--- src/rtl/flappy_frame_sequencer_if.sv ---
// Bus bundle between the frame sequencer and its neighbours: game control
// handshakes, physics step/bird height, pipe RAM/ROM read port, VGA/SSD status.
// INVINCIBLE_EN adds the Hit_Cnt status signal.
interface flappy_frame_sequencer_if #(
  parameter int NUM_PIPES = 4
);
  localparam int IW = (NUM_PIPES > 1) ? $clog2(NUM_PIPES) : 1;

  logic          Start;
  logic          Ack;
  logic          Frame_Tick;
  logic [9:0]    Bird_Y;
  logic [9:0]    Pipe_X;
  logic [9:0]    Pipe_Gap_Y;
  logic [IW-1:0] Pipe_Index;
  logic          Phys_Step;
  logic          Scroll_Step;
  logic          Busy;
  logic          Overrun;
  logic          q_Initial;
  logic          q_Play;
  logic          q_Lose;
  logic [15:0]   Score_BCD;
`ifdef INVINCIBLE_EN
  logic [7:0]    Hit_Cnt;

  modport master (
    input  Start, Ack, Frame_Tick, Bird_Y, Pipe_X, Pipe_Gap_Y,
    output Pipe_Index, Phys_Step, Scroll_Step, Busy, Overrun,
           q_Initial, q_Play, q_Lose, Score_BCD, Hit_Cnt
  );
  modport slave (
    output Start, Ack, Frame_Tick, Bird_Y, Pipe_X, Pipe_Gap_Y,
    input  Pipe_Index, Phys_Step, Scroll_Step, Busy, Overrun,
           q_Initial, q_Play, q_Lose, Score_BCD, Hit_Cnt
  );
`else
  modport master (
    input  Start, Ack, Frame_Tick, Bird_Y, Pipe_X, Pipe_Gap_Y,
    output Pipe_Index, Phys_Step, Scroll_Step, Busy, Overrun,
           q_Initial, q_Play, q_Lose, Score_BCD
  );
  modport slave (
    output Start, Ack, Frame_Tick, Bird_Y, Pipe_X, Pipe_Gap_Y,
    input  Pipe_Index, Phys_Step, Scroll_Step, Busy, Overrun,
           q_Initial, q_Play, q_Lose, Score_BCD
  );
`endif
endinterface

--- src/rtl/flappy_frame_sequencer.sv ---
// Per-frame game controller: INIT/PLAY/LOSE game FSM, per-frame sequence
// PHYS -> SCROLL -> FLOOR -> SCAN(NUM_PIPES) -> DONE, collision and score.
// Optional macro INVINCIBLE_EN: hits never lose the game, Hit_Cnt counts hit frames.
module flappy_frame_sequencer #(
  parameter int NUM_PIPES = 4,
  parameter int BIRD_X    = 200,
  parameter int BIRD_W    = 16,
  parameter int PIPE_W    = 40,
  parameter int GAP_H     = 120,
  parameter int FLOOR_Y   = 464
) (
  input  logic                            Clk,
  input  logic                            Reset_n,
  flappy_frame_sequencer_if.master        bus
);
  localparam int IW = (NUM_PIPES > 1) ? $clog2(NUM_PIPES) : 1;
  localparam logic [IW-1:0] LAST = IW'(NUM_PIPES - 1);

  typedef enum logic [2:0] {
    S_INIT, S_IDLE, S_PHYS, S_SCROLL, S_FLOOR, S_SCAN, S_DONE, S_LOSE
  } state_t;

  state_t                 state, state_nxt;
  logic [IW-1:0]          scan_cnt;
  logic [NUM_PIPES-1:0]   passed;
  logic [15:0]            score;
  logic                   pending;
  logic                   overrun;
  logic                   hit;
  logic                   busy;
  logic                   lose_now;
`ifdef INVINCIBLE_EN
  logic [7:0]             hit_cnt;
`endif

  // BCD +1 with per-digit carry, saturating at 9999
  function automatic logic [15:0] bcd_inc(input logic [15:0] v);
    logic [15:0] r;
    logic        carry;
    r     = v;
    carry = 1'b1;
    if (v != 16'h9999) begin
      for (int d = 0; d < 4; d++) begin
        if (carry) begin
          if (r[4*d +: 4] == 4'd9) begin
            r[4*d +: 4] = 4'd0;
          end else begin
            r[4*d +: 4] = r[4*d +: 4] + 4'd1;
            carry       = 1'b0;
          end
        end
      end
    end
    return r;
  endfunction

  // Geometry, all in 11 bits so no sum can wrap
  logic [10:0] px, by, gy;
  logic        pipe_hit, pipe_pass, pipe_clear, floor_hit;
  assign px         = {1'b0, bus.Pipe_X};
  assign by         = {1'b0, bus.Bird_Y};
  assign gy         = {1'b0, bus.Pipe_Gap_Y};
  assign pipe_hit   = (px < 11'(BIRD_X + BIRD_W)) && ((px + 11'(PIPE_W)) > 11'(BIRD_X)) &&
                      ((by < gy) || ((by + 11'(BIRD_W)) > (gy + 11'(GAP_H))));
  assign pipe_pass  = (px + 11'(PIPE_W)) <= 11'(BIRD_X);
  assign pipe_clear = px > 11'(BIRD_X + BIRD_W);
  assign floor_hit  = by >= 11'(FLOOR_Y);

  assign busy = (state == S_PHYS) || (state == S_SCROLL) || (state == S_FLOOR) ||
                (state == S_SCAN) || (state == S_DONE);
`ifdef INVINCIBLE_EN
  assign lose_now = 1'b0;
`else
  assign lose_now = hit;
`endif

  // State register
  always_ff @(posedge Clk or negedge Reset_n) begin
    if (!Reset_n) state <= S_INIT;
    else          state <= state_nxt;
  end

  // Next-state selection and strobe outputs
  always_comb begin
    state_nxt       = state;
    bus.Phys_Step   = 1'b0;
    bus.Scroll_Step = 1'b0;
    bus.Pipe_Index  = '0;
    case (state)
      S_INIT:   if (bus.Start) state_nxt = S_IDLE;
      S_IDLE:   if (bus.Frame_Tick || pending) state_nxt = S_PHYS;
      S_PHYS: begin
        bus.Phys_Step = 1'b1;
        state_nxt     = S_SCROLL;
      end
      S_SCROLL: begin
        bus.Scroll_Step = 1'b1;
        state_nxt       = S_FLOOR;
      end
      S_FLOOR:  state_nxt = S_SCAN;
      S_SCAN: begin
        if (scan_cnt == LAST) state_nxt = S_DONE;
        else                  bus.Pipe_Index = scan_cnt + IW'(1);
      end
      S_DONE: begin
        if (lose_now)     state_nxt = S_LOSE;
        else if (pending) state_nxt = S_PHYS;
        else              state_nxt = S_IDLE;
      end
      S_LOSE:   if (bus.Ack) state_nxt = S_INIT;
      default:  state_nxt = S_INIT;
    endcase
  end

  // Scan counter, hit latch, pending/overrun tracking and score
  always_ff @(posedge Clk or negedge Reset_n) begin
    if (!Reset_n) begin
      scan_cnt <= '0;
      passed   <= '0;
      score    <= '0;
      pending  <= 1'b0;
      overrun  <= 1'b0;
      hit      <= 1'b0;
`ifdef INVINCIBLE_EN
      hit_cnt  <= '0;
`endif
    end else begin
      overrun  <= 1'b0;
      scan_cnt <= (state == S_SCAN) ? scan_cnt + IW'(1) : '0;

      if (state == S_PHYS)                hit <= 1'b0;
      else if (state == S_FLOOR && floor_hit) hit <= 1'b1;
      else if (state == S_SCAN && pipe_hit)   hit <= 1'b1;

      if (state == S_INIT || state == S_LOSE) begin
        pending <= 1'b0;
      end else if (state == S_IDLE) begin
        // a fresh tick arriving alongside a pending one keeps one queued
        pending <= pending && bus.Frame_Tick;
      end else if (state == S_DONE && lose_now) begin
        pending <= 1'b0;
      end else if (state == S_DONE && pending) begin
        pending <= bus.Frame_Tick;
      end else if (bus.Frame_Tick) begin
        if (pending) overrun <= 1'b1;
        else         pending <= 1'b1;
      end

      if (state == S_INIT && bus.Start) begin
        score  <= '0;
        passed <= '0;
      end else if (state == S_SCAN) begin
        if (pipe_pass && !passed[scan_cnt]) begin
          score            <= bcd_inc(score);
          passed[scan_cnt] <= 1'b1;
        end else if (pipe_clear) begin
          passed[scan_cnt] <= 1'b0;
        end
      end

`ifdef INVINCIBLE_EN
      if (state == S_INIT && bus.Start)         hit_cnt <= '0;
      else if (state == S_DONE && hit && hit_cnt != 8'hFF) hit_cnt <= hit_cnt + 8'd1;
`endif
    end
  end

  assign bus.Busy      = busy;
  assign bus.Overrun   = overrun;
  assign bus.q_Initial = (state == S_INIT);
  assign bus.q_Lose    = (state == S_LOSE);
  assign bus.q_Play    = !((state == S_INIT) || (state == S_LOSE));
  assign bus.Score_BCD = score;
`ifdef INVINCIBLE_EN
  assign bus.Hit_Cnt   = hit_cnt;
`endif
endmodule

--- src/flat_wrapper.sv ---
// flat-port wrapper written by rule: the top's interface ports become plain ports
module flappy_frame_sequencer_flat 
#(
  parameter int NUM_PIPES = 4,
  parameter int BIRD_X    = 200,
  parameter int BIRD_W    = 16,
  parameter int PIPE_W    = 40,
  parameter int GAP_H     = 120,
  parameter int FLOOR_Y   = 464
)
  (Clk, Reset_n, bus_Start, bus_Ack, bus_Frame_Tick, bus_Bird_Y, bus_Pipe_X, bus_Pipe_Gap_Y, bus_Pipe_Index, bus_Phys_Step, bus_Scroll_Step, bus_Busy, bus_Overrun, bus_q_Initial, bus_q_Play, bus_q_Lose, bus_Score_BCD);
  flappy_frame_sequencer_if #(.NUM_PIPES(NUM_PIPES)) bus_i ();
  input  logic Clk;
  input  logic Reset_n;
  input wire logic [$bits(bus_i.Start)-1:0] bus_Start;
  input wire logic [$bits(bus_i.Ack)-1:0] bus_Ack;
  input wire logic [$bits(bus_i.Frame_Tick)-1:0] bus_Frame_Tick;
  input wire logic [$bits(bus_i.Bird_Y)-1:0] bus_Bird_Y;
  input wire logic [$bits(bus_i.Pipe_X)-1:0] bus_Pipe_X;
  input wire logic [$bits(bus_i.Pipe_Gap_Y)-1:0] bus_Pipe_Gap_Y;
  output wire logic [$bits(bus_i.Pipe_Index)-1:0] bus_Pipe_Index;
  output wire logic [$bits(bus_i.Phys_Step)-1:0] bus_Phys_Step;
  output wire logic [$bits(bus_i.Scroll_Step)-1:0] bus_Scroll_Step;
  output wire logic [$bits(bus_i.Busy)-1:0] bus_Busy;
  output wire logic [$bits(bus_i.Overrun)-1:0] bus_Overrun;
  output wire logic [$bits(bus_i.q_Initial)-1:0] bus_q_Initial;
  output wire logic [$bits(bus_i.q_Play)-1:0] bus_q_Play;
  output wire logic [$bits(bus_i.q_Lose)-1:0] bus_q_Lose;
  output wire logic [$bits(bus_i.Score_BCD)-1:0] bus_Score_BCD;
  assign bus_i.Start = bus_Start;
  assign bus_i.Ack = bus_Ack;
  assign bus_i.Frame_Tick = bus_Frame_Tick;
  assign bus_i.Bird_Y = bus_Bird_Y;
  assign bus_i.Pipe_X = bus_Pipe_X;
  assign bus_i.Pipe_Gap_Y = bus_Pipe_Gap_Y;
  assign bus_Pipe_Index = bus_i.Pipe_Index;
  assign bus_Phys_Step = bus_i.Phys_Step;
  assign bus_Scroll_Step = bus_i.Scroll_Step;
  assign bus_Busy = bus_i.Busy;
  assign bus_Overrun = bus_i.Overrun;
  assign bus_q_Initial = bus_i.q_Initial;
  assign bus_q_Play = bus_i.q_Play;
  assign bus_q_Lose = bus_i.q_Lose;
  assign bus_Score_BCD = bus_i.Score_BCD;
  flappy_frame_sequencer #(.NUM_PIPES(NUM_PIPES), .BIRD_X(BIRD_X), .BIRD_W(BIRD_W), .PIPE_W(PIPE_W), .GAP_H(GAP_H), .FLOOR_Y(FLOOR_Y)) u_core (.Clk(Clk), .Reset_n(Reset_n), .bus(bus_i));
endmodule
--- config.mk ---
export PLATFORM = sky130hd
export DESIGN_NAME = flappy_frame_sequencer_flat
export DESIGN_NICKNAME = d
export VERILOG_FILES = /design/src/rtl/flappy_frame_sequencer_if.sv /design/src/rtl/flappy_frame_sequencer.sv /design/src/flat_wrapper.sv
export SDC_FILE = /design/constraint.sdc
export NUM_CORES = 1
export LEC_CHECK = 0
export BUFFER_PORTS_ARGS = -buffer_cell sky130_fd_sc_hd__buf_2
export CAP_MARGIN = 20
export CORE_ASPECT_RATIO = 1.4
export CORE_MARGIN = 10
export CORE_UTILIZATION = 28
export CTS_CLUSTER_SIZE = 8
export DETAILED_ROUTE_END_ITERATION = 8
export GPL_ROUTABILITY_DRIVEN = 0
export PLACE_DENSITY = 0.55
export SYNTH_ARGS = -nofsm -noshare
export SYNTH_HDL_FRONTEND = slang
export SYNTH_SLANG_ARGS = --single-unit
--- constraint.sdc ---
create_clock -name Clk -period 2.6 [get_ports Clk]
set_clock_uncertainty 0.1 [all_clocks]
set_input_delay 0.13 -clock Clk [delete_from_list [all_inputs] [get_ports Clk]]
set_output_delay 0.13 -clock Clk [all_outputs]
set_load 0.1 [all_outputs]
==> metrics.txt, run 1 <==
EDFF count, synth=0; status=finished, final reports clean; synth unique cells=52; core area=between 0.008 and 0.009 sq mm; critical path fanouts, max=6; pin slew with the least headroom to its limit=0.646 ns; Syn-to-layout area delta=24.4%; drt pass-1 iters=4; Buffers & Inverters on Critical Path=0; Top Ports=60; post-synthesis async set-or-reset flop share=1.00; most common cell after layout, fill and taps aside=buf_2; via count=roughly 2200; Top Family by Delay on Critical Path=multiplexers; P_int=about 0.0012 W; initial antenna violation count=0; Final Power=around 0.0026 W; grt ovf=0; VDD IR-drop max=approximately 0.75 mV; vias in the first global route=roughly 2300; post-route cell area=0.00289 sq mm; commonest non-fill, non-tap cells in the layout=59 x buf_2, 28 x dfrtp_1, 26 x nor2_1, 26 x ha_1, 23 x inv_1; final setup fails=0; Flop pwr share=0.254; largest net degree at the start of global routing=29; switching share of power=0.532; hold slack=~0.004 ns; Post-Synthesis Cells=270; fmax=~420 MHz; CP endpoint kind=register; total CTS buffers=3; Antenna Nets Post-Route=0; worst skew pair latency=between 0.2 and 0.3 ns; Lkg Pwr=~1.4 nW; Clock Power Share=0.180; Crit path required time=approximately 2.6 ns; CP startpoint kind=register; Antenna Cells=0; Final Net Count=just under 400; setup bufs post-CTS=0; Die W=slightly below 100 um; die height=about 130 um; GRT Util Overall=0.0955; Psw=~0.0014 W; Worst Path Arrival=2.41 ns; TritonCTS clock tree=yes; DP HPWL=5090 um; Vias/cell=5.03; Main synth FF type=dfrtp_1; crit share post-route=0.914; Pins Over Slew Limit=0; final wirelength=just over 6000 um; yosys warns=0; crit path cell chain=mux4_2 > a2111o_1 > a21oi_4 > and3_1 > mux2i_1 > nor2_1; CTS Buffer Depth=2; unrepaired setup endpoints after global routing=false; clock root cell=clkbuf_16; post-synthesis register bit count=28; Max-Cap Viols=0; initial core utilization=0.285; htree depth=1; DP Area=between 0.002 and 0.003 sq mm; port bufs=slightly below 60; first-pass GRT wire length=between 10000 and 15000 um; Syn Std Cell Area=roughly 0.0023 sq mm; FP Rows=39; Avg Cell Area, Syn=about 8.6 sq um; share of cells above drive strength 1=0.253; CP max-delay cell=mux4_2; clk slew on worst S/H paths=0.07 ns; power per cell area=894 mW/mm^2; crit path kind=reg2reg; sequential area share after synthesis=0.301; combinational power share=0.567; setup tns final=0 ns; wire per inst=14.2 um; worst hold path class=in2reg; die area=around 0.012 sq mm; post-layout min period=about 2.4 ns; syn nets=between 300 and 400; Slew HR=0.569; initial drt markers=around 110; Crit path largest cell delay=0.53 ns; CTS Sinks=28; Hold Violations, Final=0; DRC=0
[area by class of cell]
cell class                 count  area, sq um
timing repair buffer          66          350
clock buffer                   3         75.1
clock inverter                 1         30.0
inverter                      24         90.1
fill                         852         5260
multi-input combinational    210         1520
tap                          102          128
sequential                    28          701
[power groups by stage]
stage	sequential (W)	combinational (W)	clock [W]
2_1_floorplan	0.000916	0.000897	0
3_3_place_gp	0.000659	0.00146	0
3_5_place_dp	0.000662	0.00147	0
4_1_cts	0.000654	0.00148	0.000475
5_1_grt	0.000670	0.00157	0.000489
6_report	0.000657	0.00147	0.000464
[metal layers]
layer / global-route usage / vias up / wire length, um
li1: - / 1087 / -
met1: 0.108 / 1023 / 2730
met2: 0.174 / 66 / 2970
met3: 0.0227 / 9 / 381
met4: 0.0261 / 0 / 86
met5: 0 / - / 0
[path summary, 6_finish.rpt]
| path | cells past startpoint | slack (ns) | from | to |
|---|---|---|---|---|
| worst max-delay path | 6 | 0.22 | u_core.scan_cnt[0]$_DFF_PN0_ | u_core.bus.Score_BCD[1]$_DFFE_PN0P_ |
| worst min-delay path | 2 | 0.004 | bus_Frame_Tick | u_core.pending$_DFFE_PN0P_ |
| worst max register to register | 6 | 0.22 | u_core.scan_cnt[0]$_DFF_PN0_ | u_core.bus.Score_BCD[1]$_DFFE_PN0P_ |
| worst min register to register | 1 | 0.40 | u_core.bus.Score_BCD[4]$_DFFE_PN0P_ | u_core.bus.Score_BCD[4]$_DFFE_PN0P_ |
| max in group asynchronous | 2 | 1.65 | Reset_n | u_core.bus.Score_BCD[1]$_DFFE_PN0P_ |
| min in group asynchronous | 2 | 0.32 | Reset_n | u_core.bus.Score_BCD[14]$_DFFE_PN0P_ |
[stage by stage]
step,instances,setup WS [ns],util
floorplan,270,-0.405,-
global placement,429,0.270,0.341
detailed placement,429,0.232,0.341
CTS,434,0.217,0.355
global route,434,0.130,0.355
finish,434,0.223,0.355
[synth_stat cells, types with 4 or more instances]
master / count / area (sq um)
dfrtp_1: 28 / 701
nor2_1: 27 / 101
ha_1: 26 / 325
inv_1: 23 / 86.3
nand2_1: 18 / 67.6
a21oi_1: 15 / 75.1
nand3_1: 15 / 75.1
xnor2_1: 12 / 105
o21ai_0: 11 / 55.1
mux2i_1: 8 / 80.1
nand4_1: 8 / 50.1
and3_1: 6 / 37.5
nor3_1: 6 / 30.0
clkbuf_1: 5 / 18.8
o31ai_1: 5 / 37.5
xor2_1: 5 / 43.8
and2_1: 4 / 25.0
[state kept, by name, indices dropped and copies added (netlist names)]
register,cells
u_core.bus.Overrun,1
u_core.bus.Score_BCD,16
u_core.hit,1
u_core.passed,4
u_core.pending,1
u_core.scan_cnt,2
u_core.state,3
[worst register-to-register path, cell delays in order (launching register included)]
cell,delay (ns)
dfrtp_1,0.46
mux4_2,0.53
a2111o_1,0.39
a21oi_4,0.20
and3_1,0.30
mux2i_1,0.20
nor2_1,0.05
[logic make-up (layout without fill, tap and decap cells)]
kind of cell    count (synthesis)  count (layout)  synth area share
compound gates                 54              54             0.159
fa+ha+maj                      26              26             0.140
xor+xnor                       17              17            0.0640
flops                          28              28             0.301
simple gates                  103             103             0.231
mux                            10              10            0.0490
buf+inv                        32              94            0.0554
[timing repair]
action | in CTS | in global routing
hold buffers | 1 | 0
endpoints found under the hold margin | 28 | 0
endpoints found under the setup margin | 0 | 0
resized for setup | 0 | 0
Power figures use the tool's default switching activity.
==> run 2, diff against run 1 <==
--- a/config.mk
+++ b/config.mk
@@ -14,6 +14,7 @@
 export DETAILED_ROUTE_END_ITERATION = 8
 export GPL_ROUTABILITY_DRIVEN = 0
 export PLACE_DENSITY = 0.55
+export SLEW_MARGIN = 20
 export SYNTH_ARGS = -nofsm -noshare
 export SYNTH_HDL_FRONTEND = slang
 export SYNTH_SLANG_ARGS = --single-unit
==> constraint.sdc (replaced) <==
create_clock -name Clk -period 2.6 [get_ports Clk]
set_clock_uncertainty 0.1 [all_clocks]
set_input_delay 0.13 -clock Clk [delete_from_list [all_inputs] [get_ports Clk]]
set_output_delay 0.13 -clock Clk [all_outputs]
set_load 0.02 [all_outputs]
==> run 2 against run 1 <==
Flip-flop and latch count unchanged. Combinational power down 42%. Clock power about the same. Global-route usage down 0.071 points. Sequential share of layout area up 0.32 points. Critical path type unchanged. Largest cell class unchanged. Largest power group unchanged.
==> metrics.txt, run 2 (same netlist as run 1, synthesis figures left out) <==
Util after Layout=0.350; most common cell after layout, fill and taps aside=buf_2; drt pass-1 iters=4; worst r2r dst=u_core.bus.Score_BCD[1]$_DFFE_PN0P_; number of flip-flops in the largest register=16; worst skew pair latency=around 0.26 ns; initial drt markers=90; final cell count without fillers=432; worst hold path class=in2reg; Lkg Pwr=1.41 nW; vias in the first global route=2208; CP startpoint kind=register; Slew HR=0.574; wire per inst=roughly 14 um; post-route cell area=~0.0029 sq mm; CTS Buffer Depth=2; final wirelength=6150 um; hold path endpoint=u_core.pending$_DFFE_PN0P_; setup tns final=0 ns; DP Area=between 0.002 and 0.003 sq mm; Worst R2R Setup Slack=0.14 ns; critical path fanouts, max=9; core area=around 0.008 sq mm; pin slew with the least headroom to its limit=roughly 0.64 ns; crit share post-route=0.945; Top Ports=60; htree depth=1; FF+latch area=between 700 and 800 sq um; Pins Over Slew Limit=0; Antenna Nets Post-Route=0; first-pass GRT wire length=10100 um; grt ovf=0; crit path kind=reg2reg; share of cells above drive strength 1=0.236; clk slew on worst S/H paths=0.07 ns; hold slack=between 0.004 and 0.005 ns; power per cell area=~700 mW/mm^2; TritonCTS clock tree=yes; Worst Path Arrival=approximately 2.5 ns; via count=about 2100; placed instance count=between 400 and 500; CP endpoint kind=register; DP HPWL=5050 um; die area=approximately 0.012 sq mm; CTS Sinks=28; clock root cell=clkbuf_16; port bufs=slightly below 60; VDD IR-drop max=around 0.26 mV; Final Net Count=roughly 390; Filler cells=between 800 and 900; initial core utilization=0.285; post-layout min period=roughly 2.5 ns; FP Rows=39; status=finished, final reports clean; final setup fails=0; GRT Util Overall=0.0948; worst reg2reg path startpoint=u_core.scan_cnt[0]$_DFF_PN0_; total CTS buffers=3; initial antenna violation count=0; DRC=0; Die W=97.0 um; unrepaired setup endpoints after global routing=false; PostCTS Resize Cnt=0; die height=128 um; largest net degree at the start of global routing=29; worst setup path startpoint=u_core.scan_cnt[0]$_DFF_PN0_; Max-Cap Viols=0; Hold Violations, Final=0; Vias/cell=between 4 and 5; area of the multi-input gates=0.00150 sq mm; R2R depth=6; hold path depth=2; commonest non-fill, non-tap cells in the layout=59 x buf_2, 28 x dfrtp_1, 27 x nor2_1, 26 x ha_1, 23 x inv_1; Antenna Cells=0; Crit path required time=between 2 and 3 ns; hold path start=bus_Frame_Tick; Syn-to-layout area delta=22.8%; fmax=between 400 and 500 MHz
## run 2: cell types whose count changed in the layout (fill, tap and decap cells not counted), sizes merged
cell	delta
buf	-2
## run 2: repair_timing
action,4_1_cts,5_1_grt
hold buffers,1,0
setup buffers,0,0
endpoints found under the hold margin,28,0
## run 2: per-layer routing
metal | track usage | share of wire
met1 | 0.108 | 0.45
met2 | 0.175 | 0.50
met3 | 0.0200 | 0.041
met4 | 0.0209 | 0.0054
met5 | 0 | 0
## run 2: per-stage QoR
stage	setup slack, ns	total power, W
6_report	0.142	0.00201
5_1_grt	0.0171	0.00216
4_1_cts	0.140	0.00203
3_5_place_dp	0.151	0.00156
3_3_place_gp	0.244	0.00155
2_1_floorplan	0.393	0.00126
## run 2: worst max-delay path: stages, from the launching register on
cell and delay (ns):
dfrtp_1 0.46, mux4_2 0.53, a2111o_1 0.40, a21oi_4 0.25, and3_1 0.32, mux2i_1 0.21
nor2_1 0.05
## run 2: power breakdown
group | internal, W | switching [W] | leakage, nW
combinational | 0.000345 | 0.000514 | 0.985
sequential | 0.000544 | 0.000145 | 0.372
clock | 0.000307 | 0.000155 | 0.0511
total | 0.00120 | 0.000814 | 1.41
## run 2: worst max path at each step
stage	to	slack (ns)	depth (start not counted)
CTS	u_core.bus.Score_BCD[1]$_DFFE_PN0P_	0.14	6
detailed placement	u_core.bus.Score_BCD[1]$_DFFE_PN0P_	0.15	6
finish	u_core.bus.Score_BCD[1]$_DFFE_PN0P_	0.14	6
global route	u_core.bus.Score_BCD[3]$_DFFE_PN0P_	0.02	6
floorplan	u_core.bus.Score_BCD[1]$_DFFE_PN0P_	0.39	7
global placement	u_core.bus.Score_BCD[1]$_DFFE_PN0P_	0.24	6
## run 2: final cells by class
cell class,count,share of cell area
well taps,102,0.0447
repair buffers,64,0.117
clock inverters,1,0.0105
multi-input cells,210,0.524
clock buffers,3,0.0263
inverters,24,0.0316
flip-flops and latches,28,0.246
==> run 3, diff against run 2 <==
--- a/config.mk
+++ b/config.mk
@@ -7,13 +7,15 @@
 export LEC_CHECK = 0
 export BUFFER_PORTS_ARGS = -buffer_cell sky130_fd_sc_hd__buf_2
 export CAP_MARGIN = 20
+export CELL_PAD_IN_SITES_DETAIL_PLACEMENT = 1
+export CELL_PAD_IN_SITES_GLOBAL_PLACEMENT = 1
 export CORE_ASPECT_RATIO = 1.4
 export CORE_MARGIN = 10
 export CORE_UTILIZATION = 28
 export CTS_CLUSTER_SIZE = 8
 export DETAILED_ROUTE_END_ITERATION = 8
 export GPL_ROUTABILITY_DRIVEN = 0
-export PLACE_DENSITY = 0.55
+export PLACE_DENSITY = 0.67
 export SLEW_MARGIN = 20
 export SYNTH_ARGS = -nofsm -noshare
 export SYNTH_HDL_FRONTEND = slang
==> run 3 against run 2 <==
Final cell count up 0.46%. Fmax up 5.5%. Hold slack better by 0.0027 ns. Sequential share of layout area up 0.065 points. Critical path type unchanged. Worst setup slack better by 0.13 ns. Count of clock-buffer cells in the layout unchanged. Non-clock buffer count up 3.
==> metrics.txt, run 3 (same netlist as run 1, synthesis figures left out) <==
Antenna Cells=0; Crit path required time=2.64 ns; first-pass GRT wire length=~12000 um; Max-Cap Viols=0; Filler cells=996; vias in the first global route=~2600; Flop pwr share=0.346; pin slew with the least headroom to its limit=approximately 0.65 ns; R2R depth=6; critical path fanouts, max=9; port bufs=59; VDD IR-drop max=slightly below 0.3 mV; Final Power=between 0.0015 and 0.002 W; CP endpoint kind=register; worst r2r dst=u_core.bus.Score_BCD[1]$_DFFE_PN0P_; commonest non-fill, non-tap cells in the layout=59 x buf_2, 28 x dfrtp_1, 27 x nor2_1, 26 x ha_1, 23 x inv_1; area of the multi-input gates=0.00150 sq mm; worst setup path startpoint=u_core.scan_cnt[0]$_DFF_PN0_; core area=0.00815 sq mm; status=finished, final reports clean; fmax=around 430 MHz; Vias/cell=between 5 and 6; initial antenna violation count=0; final wirelength=approximately 7000 um; FF+latch area=701 sq um; FP Rows=39; worst setup path end=u_core.bus.Score_BCD[1]$_DFFE_PN0P_; GRT Util Overall=0.114; post-layout min period=around 2.3 ns; most common cell after layout, fill and taps aside=buf_2; Hold Violations, Final=0; DRC=0; Pins Over Slew Limit=0; total CTS buffers=3; htree depth=1; CP max-delay cell=mux4_2; crit path kind=reg2reg; Crit path largest cell delay=around 0.49 ns; Antenna Nets Post-Route=0; Lkg Pwr=roughly 1.4 nW; drt pass-1 iters=4; grt ovf=0; TritonCTS clock tree=yes; unrepaired setup endpoints after global routing=false; DP HPWL=just under 6000 um; largest net degree at the start of global routing=29; Syn-to-layout area delta=22.4%; worst reg2reg path startpoint=u_core.scan_cnt[0]$_DFF_PN0_; Final Net Count=between 300 and 400; clk slew on worst S/H paths=0.07 ns; Worst R2R Setup Slack=about 0.27 ns; crit path cell chain=mux4_2 > a2111o_1 > a21oi_4 > and3_1 > mux2i_1 > nor2_1; hold slack=approximately 0.0076 ns; power per cell area=around 680 mW/mm^2; number of flip-flops in the largest register=16; Die W=about 97 um; die area=between 0.01 and 0.015 sq mm; Worst Path Arrival=about 2.4 ns; final setup fails=0; CP startpoint kind=register; clock root cell=clkbuf_16; Psw=around 0.00083 W; crit share post-route=0.897; setup tns final=0 ns; via count=roughly 2200; PostCTS Resize Cnt=0; Clock Power Share=0.181; Top Ports=60; P_int=about 0.0011 W; worst hold path class=in2reg; setup bufs post-CTS=0; worst skew pair latency=0.26 ns; share of cells above drive strength 1=0.241; wire per inst=between 15 and 20 um; CTS Sinks=28; Slew HR=0.565; combinational power share=0.473; CTS Buffer Depth=2; die height=approximately 130 um; initial core utilization=0.285; initial drt markers=slightly above 60; switching share of power=0.428
==> run 3: layout make-up <==
type | instances | share of cell area
multi-input cells | 210 | 0.525
flip-flops and latches | 28 | 0.246
repair buffers | 67 | 0.126
well taps | 102 | 0.0448
inverters | 24 | 0.0316
clock buffers | 3 | 0.0264
==> run 3: power groups by stage <==
stage,sequential (W),combinational [W],clock (W)
finish,0.000675,0.000921,0.000353
CTS,0.000676,0.000942,0.000366
detailed placement,0.000684,0.000936,0
global placement,0.000679,0.000908,0
global route,0.000697,0.00104,0.000380
floorplan,0.000683,0.000578,0
==> run 3: routing by layer <==
layer / part of all wire / track usage
met1: 0.42 / 0.123
met2: 0.52 / 0.217
met3: 0.049 / 0.0243
met4: 0.0065 / 0.0287
met5: 0 / 0
==> run 3: critical path, delay by kind of cell, from the launching register on <==
kind / cells / cell delay [ns]
multiplexers: 2 / 0.71
AND/OR/NAND/NOR: 2 / 0.38
flip-flops: 1 / 0.37
AO/OA/AOI/OAI: 2 / 0.66
==> run 3: through the flow <==
| stage | setup WS [ns] | utilization | instances | instance area, sq um |
|---|---|---|---|---|
| 6_report | 0.269 | 0.349 | 434 | 2850 |
| 3_5_place_dp | 0.291 | 0.339 | 430 | 2760 |
| 2_1_floorplan | 0.393 | - | 270 | 2320 |
| 5_1_grt | 0.170 | 0.349 | 434 | 2850 |
| 4_1_cts | 0.278 | 0.349 | 434 | 2850 |
| 3_3_place_gp | 0.348 | 0.339 | 430 | 2760 |
==> run 3: worst min path at each step <==
stage	startpoint	to	slack, ns	depth (start not counted)
5_1_grt	bus_Frame_Tick	u_core.pending$_DFFE_PN0P_	0.01	2
3_5_place_dp	Reset_n	u_core.bus.Score_BCD[15]$_DFFE_PN0P_	0.10	1
4_1_cts	bus_Frame_Tick	u_core.pending$_DFFE_PN0P_	0.009	2
6_report	bus_Frame_Tick	u_core.pending$_DFFE_PN0P_	0.008	2
2_1_floorplan	Reset_n	u_core.bus.Overrun$_DFF_PN0_	-0.27	0
3_3_place_gp	Reset_n	u_core.bus.Score_BCD[14]$_DFFE_PN0P_	0.1	1
==> run 3: repair_timing <==
action                                  in CTS  in global routing
endpoints found under the hold margin       28                  0
hold buffers                                 1                  0
endpoints found under the setup margin       0                  0
